$ cat config.mk
export PLATFORM = sky130hd
export DESIGN_NAME = fpu_issue_ctrl_flat
export DESIGN_NICKNAME = d
export VERILOG_FILES = /design/src/rtl/fpu_issue_pkg.sv /design/src/rtl/fpu_issue_if.sv /design/src/rtl/fpu_issue_ctrl_lat_counter.sv /design/src/rtl/fpu_issue_ctrl.sv /design/src/flat_wrapper.sv
export SDC_FILE = /design/constraint.sdc
export NUM_CORES = 1
export LEC_CHECK = 0
export BUFFER_PORTS_ARGS = -buffer_cell sky130_fd_sc_hd__buf_2
export CORE_MARGIN = 5
export CORE_UTILIZATION = 55
export CTS_CLUSTER_SIZE = 20
export DETAILED_ROUTE_END_ITERATION = 7
export GPL_ROUTABILITY_DRIVEN = 0
export PLACE_DENSITY = 0.85
export SKIP_CTS_REPAIR_TIMING = 1
export SYNTH_ARGS = -nofsm -noshare
export SYNTH_HDL_FRONTEND = slang
export SYNTH_SLANG_ARGS = --single-unit
export TNS_END_PERCENT = 5
$ cat constraint.sdc
create_clock -name Clk -period 3.3 [get_ports Clk]
set_input_delay 0.33 -clock Clk [delete_from_list [all_inputs] [get_ports Clk]]
set_output_delay 0.33 -clock Clk [all_outputs]
set_load 0.005 [all_outputs]
$ cat src/rtl/fpu_issue_pkg.sv
// Shared types, opcode constants and the opcode decoder for the FPU issue controller.
package fpu_issue_pkg;

  typedef enum logic [1:0] {
    IDLE = 2'd0,
    ALU  = 2'd1,
    SFU  = 2'd2,
    DS   = 2'd3
  } unit_e;

  localparam int unsigned LAT_W = 4;

  localparam logic [5:0] OP_DS0    = 6'h24;
  localparam logic [5:0] OP_DS1    = 6'h25;
  localparam logic [5:0] OP_SFU1_0 = 6'h27;
  localparam logic [5:0] OP_SFU1_1 = 6'h2A;

  typedef struct packed {
    unit_e            unit;
    logic [LAT_W-1:0] lat;
  } dec_t;

  // The opcode arrives zero-extended to 16 bits; opcode_w locates the class bit.
  function automatic dec_t decode_op(input logic [15:0] opcode, input int unsigned opcode_w,
                                     input int unsigned lat_sfu, input int unsigned lat_ds);
    dec_t d;
    if (!opcode[4'(opcode_w - 1)]) begin
      d.unit = ALU;
      d.lat  = LAT_W'(1);
    end else if (opcode == 16'(OP_DS0) || opcode == 16'(OP_DS1)) begin
      d.unit = DS;
      d.lat  = LAT_W'(lat_ds);
    end else if (opcode == 16'(OP_SFU1_0) || opcode == 16'(OP_SFU1_1)) begin
      d.unit = SFU;
      d.lat  = LAT_W'(1);
    end else begin
      d.unit = SFU;
      d.lat  = LAT_W'(lat_sfu);
    end
    return d;
  endfunction

endpackage

$ cat src/rtl/fpu_issue_if.sv
// Fetch-side handshake and status bundle between the fetch stage and the issue controller.
interface fpu_issue_if #(
    parameter int OPCODE_W = 6,
    parameter int CNT_W    = 4
);
    logic                inst_valid_i;
    logic [OPCODE_W-1:0] opcode_i;
    logic                stall_i;
    logic                flush_i;
    logic                inst_fetch_en_o;
    logic                alu_data_fetch_en_o;
    logic                sfu_data_fetch_en_o;
    logic                ds_data_fetch_en_o;
    logic                sfu_en_o;
    logic                ds_en_o;
    logic                busy_o;
    logic [CNT_W-1:0]    remain_o;

    modport master (
        output inst_valid_i, opcode_i, stall_i, flush_i,
        input  inst_fetch_en_o, alu_data_fetch_en_o, sfu_data_fetch_en_o,
               ds_data_fetch_en_o, sfu_en_o, ds_en_o, busy_o, remain_o
    );

    modport slave (
        input  inst_valid_i, opcode_i, stall_i, flush_i,
        output inst_fetch_en_o, alu_data_fetch_en_o, sfu_data_fetch_en_o,
               ds_data_fetch_en_o, sfu_en_o, ds_en_o, busy_o, remain_o
    );
endinterface

$ cat src/rtl/fpu_issue_ctrl_lat_counter.sv
// Latency counter: tracks elapsed cycles (cnt_q) against the loaded op latency (lat_q).
module fpu_lat_counter #(
    parameter int CNT_W = 4
) (
    input  logic             Clk,
    input  logic             Reset,
    input  logic             load,
    input  logic             inc,
    input  logic             clear,
    input  logic [CNT_W-1:0] lat_i,
    output logic             last_o,
    output logic [CNT_W-1:0] remain_o
);
    logic [CNT_W-1:0] cnt_q;
    logic [CNT_W-1:0] lat_q;

    always_ff @(posedge Clk or negedge Reset) begin
        if (!Reset) begin
            cnt_q <= '0;
            lat_q <= '0;
        end else if (clear) begin
            cnt_q <= '0;
            lat_q <= '0;
        end else if (load) begin
            cnt_q <= '0;
            lat_q <= lat_i;
        end else if (inc) begin
            cnt_q <= cnt_q + CNT_W'(1);
        end
    end

    // With lat_q cleared the compare wraps to all-ones, so an idle counter never reports last.
    assign last_o   = (cnt_q == lat_q - CNT_W'(1));
    assign remain_o = lat_q - cnt_q;
endmodule

$ cat src/rtl/fpu_issue_ctrl.sv
// FPU issue controller: decodes opcodes into ALU/SFU/DS classes, throttles fetch and strobes result capture.
module fpu_issue_ctrl
    import fpu_issue_pkg::*;
#(
    parameter int OPCODE_W = 6,
    parameter int LAT_SFU  = 2,
    parameter int LAT_DS   = 5,
    parameter int CNT_W    = 4
) (
    input  logic        Clk,
    input  logic        Reset,
    fpu_issue_if.slave  bus
);
    localparam int LAT_MAX = (LAT_SFU > LAT_DS) ? LAT_SFU : LAT_DS;

    if (LAT_SFU < 2 || LAT_SFU > 15 || LAT_DS < 2 || LAT_DS > 15) begin : g_bad_lat
        $error("fpu_issue_ctrl: LAT_SFU and LAT_DS must lie in 2..15");
    end
    if ((2 ** CNT_W) <= LAT_MAX) begin : g_bad_cnt
        $error("fpu_issue_ctrl: CNT_W too narrow for the configured latencies");
    end
    if (OPCODE_W < 6 || OPCODE_W > 16) begin : g_bad_op
        $error("fpu_issue_ctrl: OPCODE_W must lie in 6..16");
    end

    // State codes are tied to the decoder's unit encoding so a decoded unit loads directly.
    localparam logic [1:0] ST_IDLE = 2'(IDLE);
    localparam logic [1:0] ST_ALU  = 2'(ALU);
    localparam logic [1:0] ST_SFU  = 2'(SFU);
    localparam logic [1:0] ST_DS   = 2'(DS);

    logic [1:0]       state_q, state_d;
    dec_t             dec;
    logic [CNT_W-1:0] lat_ld;
    logic [CNT_W-1:0] remain;
    logic             last, multi, free, strobe_ok, fetch_en, accept;
    logic             ld, inc, clr;

    assign dec       = decode_op(16'(bus.opcode_i), OPCODE_W, LAT_SFU, LAT_DS);
    assign lat_ld    = CNT_W'(dec.lat);
    assign multi     = (state_q == ST_SFU) || (state_q == ST_DS);
    assign free      = !multi || last;
    assign strobe_ok = !bus.stall_i && !bus.flush_i;
    assign fetch_en  = Reset && free && strobe_ok;
    assign accept    = bus.inst_valid_i && fetch_en;

    // Priority: flush, then stall (hold everything), then accept, then count or retire.
    always_comb begin
        state_d = state_q;
        ld      = 1'b0;
        inc     = 1'b0;
        clr     = 1'b0;
        if (bus.flush_i) begin
            state_d = ST_IDLE;
            clr     = 1'b1;
        end else if (bus.stall_i) begin
            state_d = state_q;
        end else if (accept) begin
            state_d = 2'(dec.unit);
            ld      = 1'b1;
        end else if (multi && !last) begin
            inc = 1'b1;
        end else begin
            state_d = ST_IDLE;
            clr     = 1'b1;
        end
    end

    always_ff @(posedge Clk or negedge Reset) begin
        if (!Reset) state_q <= ST_IDLE;
        else        state_q <= state_d;
    end

    fpu_lat_counter #(.CNT_W(CNT_W)) u_cnt (
        .Clk      (Clk),
        .Reset    (Reset),
        .load     (ld),
        .inc      (inc),
        .clear    (clr),
        .lat_i    (lat_ld),
        .last_o   (last),
        .remain_o (remain)
    );

    assign bus.inst_fetch_en_o     = fetch_en;
    assign bus.alu_data_fetch_en_o = (state_q == ST_ALU) && strobe_ok;
    assign bus.sfu_data_fetch_en_o = (state_q == ST_SFU) && last && strobe_ok;
    assign bus.ds_data_fetch_en_o  = (state_q == ST_DS)  && last && strobe_ok;
    assign bus.sfu_en_o            = (state_q == ST_SFU) && !last && !bus.flush_i;
    assign bus.ds_en_o             = (state_q == ST_DS)  && !last && !bus.flush_i;
    assign bus.busy_o              = multi && !last;
    assign bus.remain_o            = multi ? remain : '0;
endmodule

$ cat src/flat_wrapper.sv
// flat-port wrapper written by rule: the top's interface ports become plain ports
module fpu_issue_ctrl_flat import fpu_issue_pkg::*;
#(
    parameter int OPCODE_W = 6,
    parameter int LAT_SFU  = 2,
    parameter int LAT_DS   = 5,
    parameter int CNT_W    = 4
)
  (Clk, Reset, bus_inst_valid_i, bus_opcode_i, bus_stall_i, bus_flush_i, bus_inst_fetch_en_o, bus_alu_data_fetch_en_o, bus_sfu_data_fetch_en_o, bus_ds_data_fetch_en_o, bus_sfu_en_o, bus_ds_en_o, bus_busy_o, bus_remain_o);
  fpu_issue_if #(.OPCODE_W(OPCODE_W), .CNT_W(CNT_W)) bus_i ();
  input  logic Clk;
  input  logic Reset;
  input wire logic [$bits(bus_i.inst_valid_i)-1:0] bus_inst_valid_i;
  input wire logic [$bits(bus_i.opcode_i)-1:0] bus_opcode_i;
  input wire logic [$bits(bus_i.stall_i)-1:0] bus_stall_i;
  input wire logic [$bits(bus_i.flush_i)-1:0] bus_flush_i;
  output wire logic [$bits(bus_i.inst_fetch_en_o)-1:0] bus_inst_fetch_en_o;
  output wire logic [$bits(bus_i.alu_data_fetch_en_o)-1:0] bus_alu_data_fetch_en_o;
  output wire logic [$bits(bus_i.sfu_data_fetch_en_o)-1:0] bus_sfu_data_fetch_en_o;
  output wire logic [$bits(bus_i.ds_data_fetch_en_o)-1:0] bus_ds_data_fetch_en_o;
  output wire logic [$bits(bus_i.sfu_en_o)-1:0] bus_sfu_en_o;
  output wire logic [$bits(bus_i.ds_en_o)-1:0] bus_ds_en_o;
  output wire logic [$bits(bus_i.busy_o)-1:0] bus_busy_o;
  output wire logic [$bits(bus_i.remain_o)-1:0] bus_remain_o;
  assign bus_i.inst_valid_i = bus_inst_valid_i;
  assign bus_i.opcode_i = bus_opcode_i;
  assign bus_i.stall_i = bus_stall_i;
  assign bus_i.flush_i = bus_flush_i;
  assign bus_inst_fetch_en_o = bus_i.inst_fetch_en_o;
  assign bus_alu_data_fetch_en_o = bus_i.alu_data_fetch_en_o;
  assign bus_sfu_data_fetch_en_o = bus_i.sfu_data_fetch_en_o;
  assign bus_ds_data_fetch_en_o = bus_i.ds_data_fetch_en_o;
  assign bus_sfu_en_o = bus_i.sfu_en_o;
  assign bus_ds_en_o = bus_i.ds_en_o;
  assign bus_busy_o = bus_i.busy_o;
  assign bus_remain_o = bus_i.remain_o;
  fpu_issue_ctrl #(.OPCODE_W(OPCODE_W), .LAT_SFU(LAT_SFU), .LAT_DS(LAT_DS), .CNT_W(CNT_W)) u_core (.Clk(Clk), .Reset(Reset), .bus(bus_i));
endmodule
==> results.txt <==
Port Buffers - 21
final core utilization - 65.9%
n_diodes - 0
Die W - 48.8 um
Critical Path Stages - 7
arrival time of the worst setup path - 2180 ps
Crit Path Class - reg -> out
max-cap violation count - 0
EDFF count, synth - 0
#FFs+latches synth - 9
antenna-violating nets left - 0
LEAKAGE - 0.447 nW
crit path to - bus_sfu_data_fetch_en_o
Worst Skew - 7.29 ps
# DRC - 0
Initial DRC Count - 13
Die ar. - 2380 um^2
status - completed
largest net degree at the start of global routing - 13
first-pass GRT wire length - 3.26 mm
Synth Net Count - 110
GRT Overall Usage - 17.0%
CP top delay family - simple AND/OR/NAND/NOR gates
Final Setup Violations - 0
Worst Setup End Kind - primary output
WP buf/inv - 2
slew margin rel. - 77.8%
Synth async-reset ratio - 100%
# H-tree levels - 1
Tmin final - 2510 ps
Final TNS setup - 0 ps
critical path peak fanout - 8
Main synth FF type - dfrtp_1
clock transition at the registers of the reported paths - 60 ps
GRT overflow - 0
CTS tree - built
Initial Utilization - 56.3%
Power per Cell Area - 247 nW/um^2
WL final - 1.89 mm
Crit path required time - 2970 ps
IO Count - 22
largest stage delay on the critical path - 420 ps
RSZ-0062 raised after global routing - false
clk root buf - clkbuf_4
Final Hold Vio Count - 0
Synth Cell Area - 828 um^2
die height - 48.8 um
vias in the first global route - 769
reg2reg setup slack - 1340 ps
CP cell instances - inv_1 -> ha_1 -> xor2_2 -> nand3_4 -> or2_1 -> nor4_1 -> buf_2
commonest non-fill, non-tap cell in the layout - buf_2
clock latency on the worst-skew pair - 260 ps
TritonCTS Sinks - 9
post-synthesis sequential area ratio - 27.2%
final slew viol count - 0
share of cells above drive strength 1 - 25.0%
maximum vdd drop - 0.000179 V
core area - 1470 um^2
worst slew pin tran - 333 ps
fin crit share - 76.0%
fmax - 399 MHz
FP Rows - 14
Total Nets Final - 134
most frequent cells in the layout - buf_2 (21), dfrtp_1 (9), inv_1 (8), nor2_1 (8)
cell taking the most area after synthesis - dfrtp_1
Area Growth Syn to Fin - 17.1%
CTS Buffer Depth - 2
Synth Area per Inst - 8.91 um^2
Ys Warns - 0
post-synthesis instance total - 93
DRT Pass-1 Iters - 4
via count - 790
Synth cell types - 37
share of the synthesized area in the top cell type - 27.2%
initial antenna violation count - 0
WL per Instance - 14.3 um
Via density - 5.98
worst reg2reg path startpoint - u_core.u_cnt.lat_q[1]$_DFFE_PN0P_
dpl hpwl - 1.56 mm
reg2reg path depth - 6
CP max stage cell - dfrtp_1
min-delay worst type - in -> reg
Crit. Startpoint - u_core.u_cnt.lat_q[1]$_DFFE_PN0P_
Worst Setup Start Kind - flop
worst r2r dst - u_core.u_cnt.cnt_q[2]$_DFFE_PN0P_
Num CTS Buffers - 3
Area contributors post-synth - dfrtp_1 (27%), ha_1 (7.6%), o31ai_1 (4.5%)
==> cell usage after synthesis, types with 4 or more instances <==
cell type and instances:
dfrtp_1 9, ha_1 5, inv_1 8, nand2_1 5, nor2_1 8, o211ai_1 4, o21ai_0 5, o31ai_1 5
==> worst min path at each step <==
stage / startpoint / to / slack, ps / cells past startpoint
CTS: Reset / u_core.u_cnt.lat_q[0]$_DFFE_PN0P_ / -90 / 1
global placement: Reset / u_core.u_cnt.cnt_q[1]$_DFFE_PN0P_ / 190 / 1
floorplan: Reset / u_core.state_q[0]$_DFFE_PN0P_ / 30 / 0
global route: bus_flush_i / u_core.u_cnt.cnt_q[3]$_DFFE_PN0P_ / 330 / 2
detailed placement: Reset / u_core.u_cnt.cnt_q[1]$_DFFE_PN0P_ / 190 / 1
finish: bus_flush_i / u_core.u_cnt.cnt_q[3]$_DFFE_PN0P_ / 340 / 2
==> cell type report <==
class | instances | area (um^2)
timing repair buffer | 22 | 115
clock buffer | 4 | 26.3
tap | 16 | 20.0
inverter | 8 | 30.0
fill | 117 | 502
sequential | 9 | 225
multi-input combinational | 73 | 553
==> flip-flops by register name, summed over array words and instances (netlist names) <==
register / count
u_core.state_q: 2
u_core.u_cnt.cnt_q: 4
u_core.u_cnt.lat_q: 3
==> cell families after synthesis <==
logic type	share of synthesized area [%]
and+or+nand+nor	27.9
DFF	27.2
adders and majority gates	9.97
AOI/OAI and AO/OA	21.9
buffers and inverters	6.04
xor gates and xnor gates	6.95
==> worst register-to-register path: cells and delay by family, from the launching register on <==
kind	cells	cell delay (ps)
fa+ha+maj	1	330
simple gates	1	140
compound gates	2	640
buf+inv	1	100
flops	1	420
xor+xnor	1	220
==> power breakdown <==
part	switching [mW]	total (mW)	internal, mW
Clock	0.0367	0.0832	0.0465
Sequential	0.00235	0.114	0.112
Combinational	0.0244	0.0414	0.0170
==> per-stage QoR <==
stage / worst slack (ps) / area [um^2] / power (mW) / hold WS [ps] / cells
after CTS: 788 / 960 / 0.240 / -87.5 / 131
after floorplan: 1310 / 828 / 0.141 / 34.4 / 93
after global routing: 641 / 970 / 0.255 / 326 / 132
final: 793 / 970 / 0.239 / 341 / 132
after global placement: 1150 / 933 / 0.155 / 193 / 127
after detailed placement: 1070 / 933 / 0.157 / 194 / 127
==> layer usage <==
metal  GRT usage (%)  vias up  share of wire, %
met2            30.7       22                53
met4            9.42        0              0.95
met3            3.36        4               4.5
li1                -      394                 -
met1            18.2      370                42
met5               0        -                 0
No activity file was read; power rests on OpenSTA's default activity.
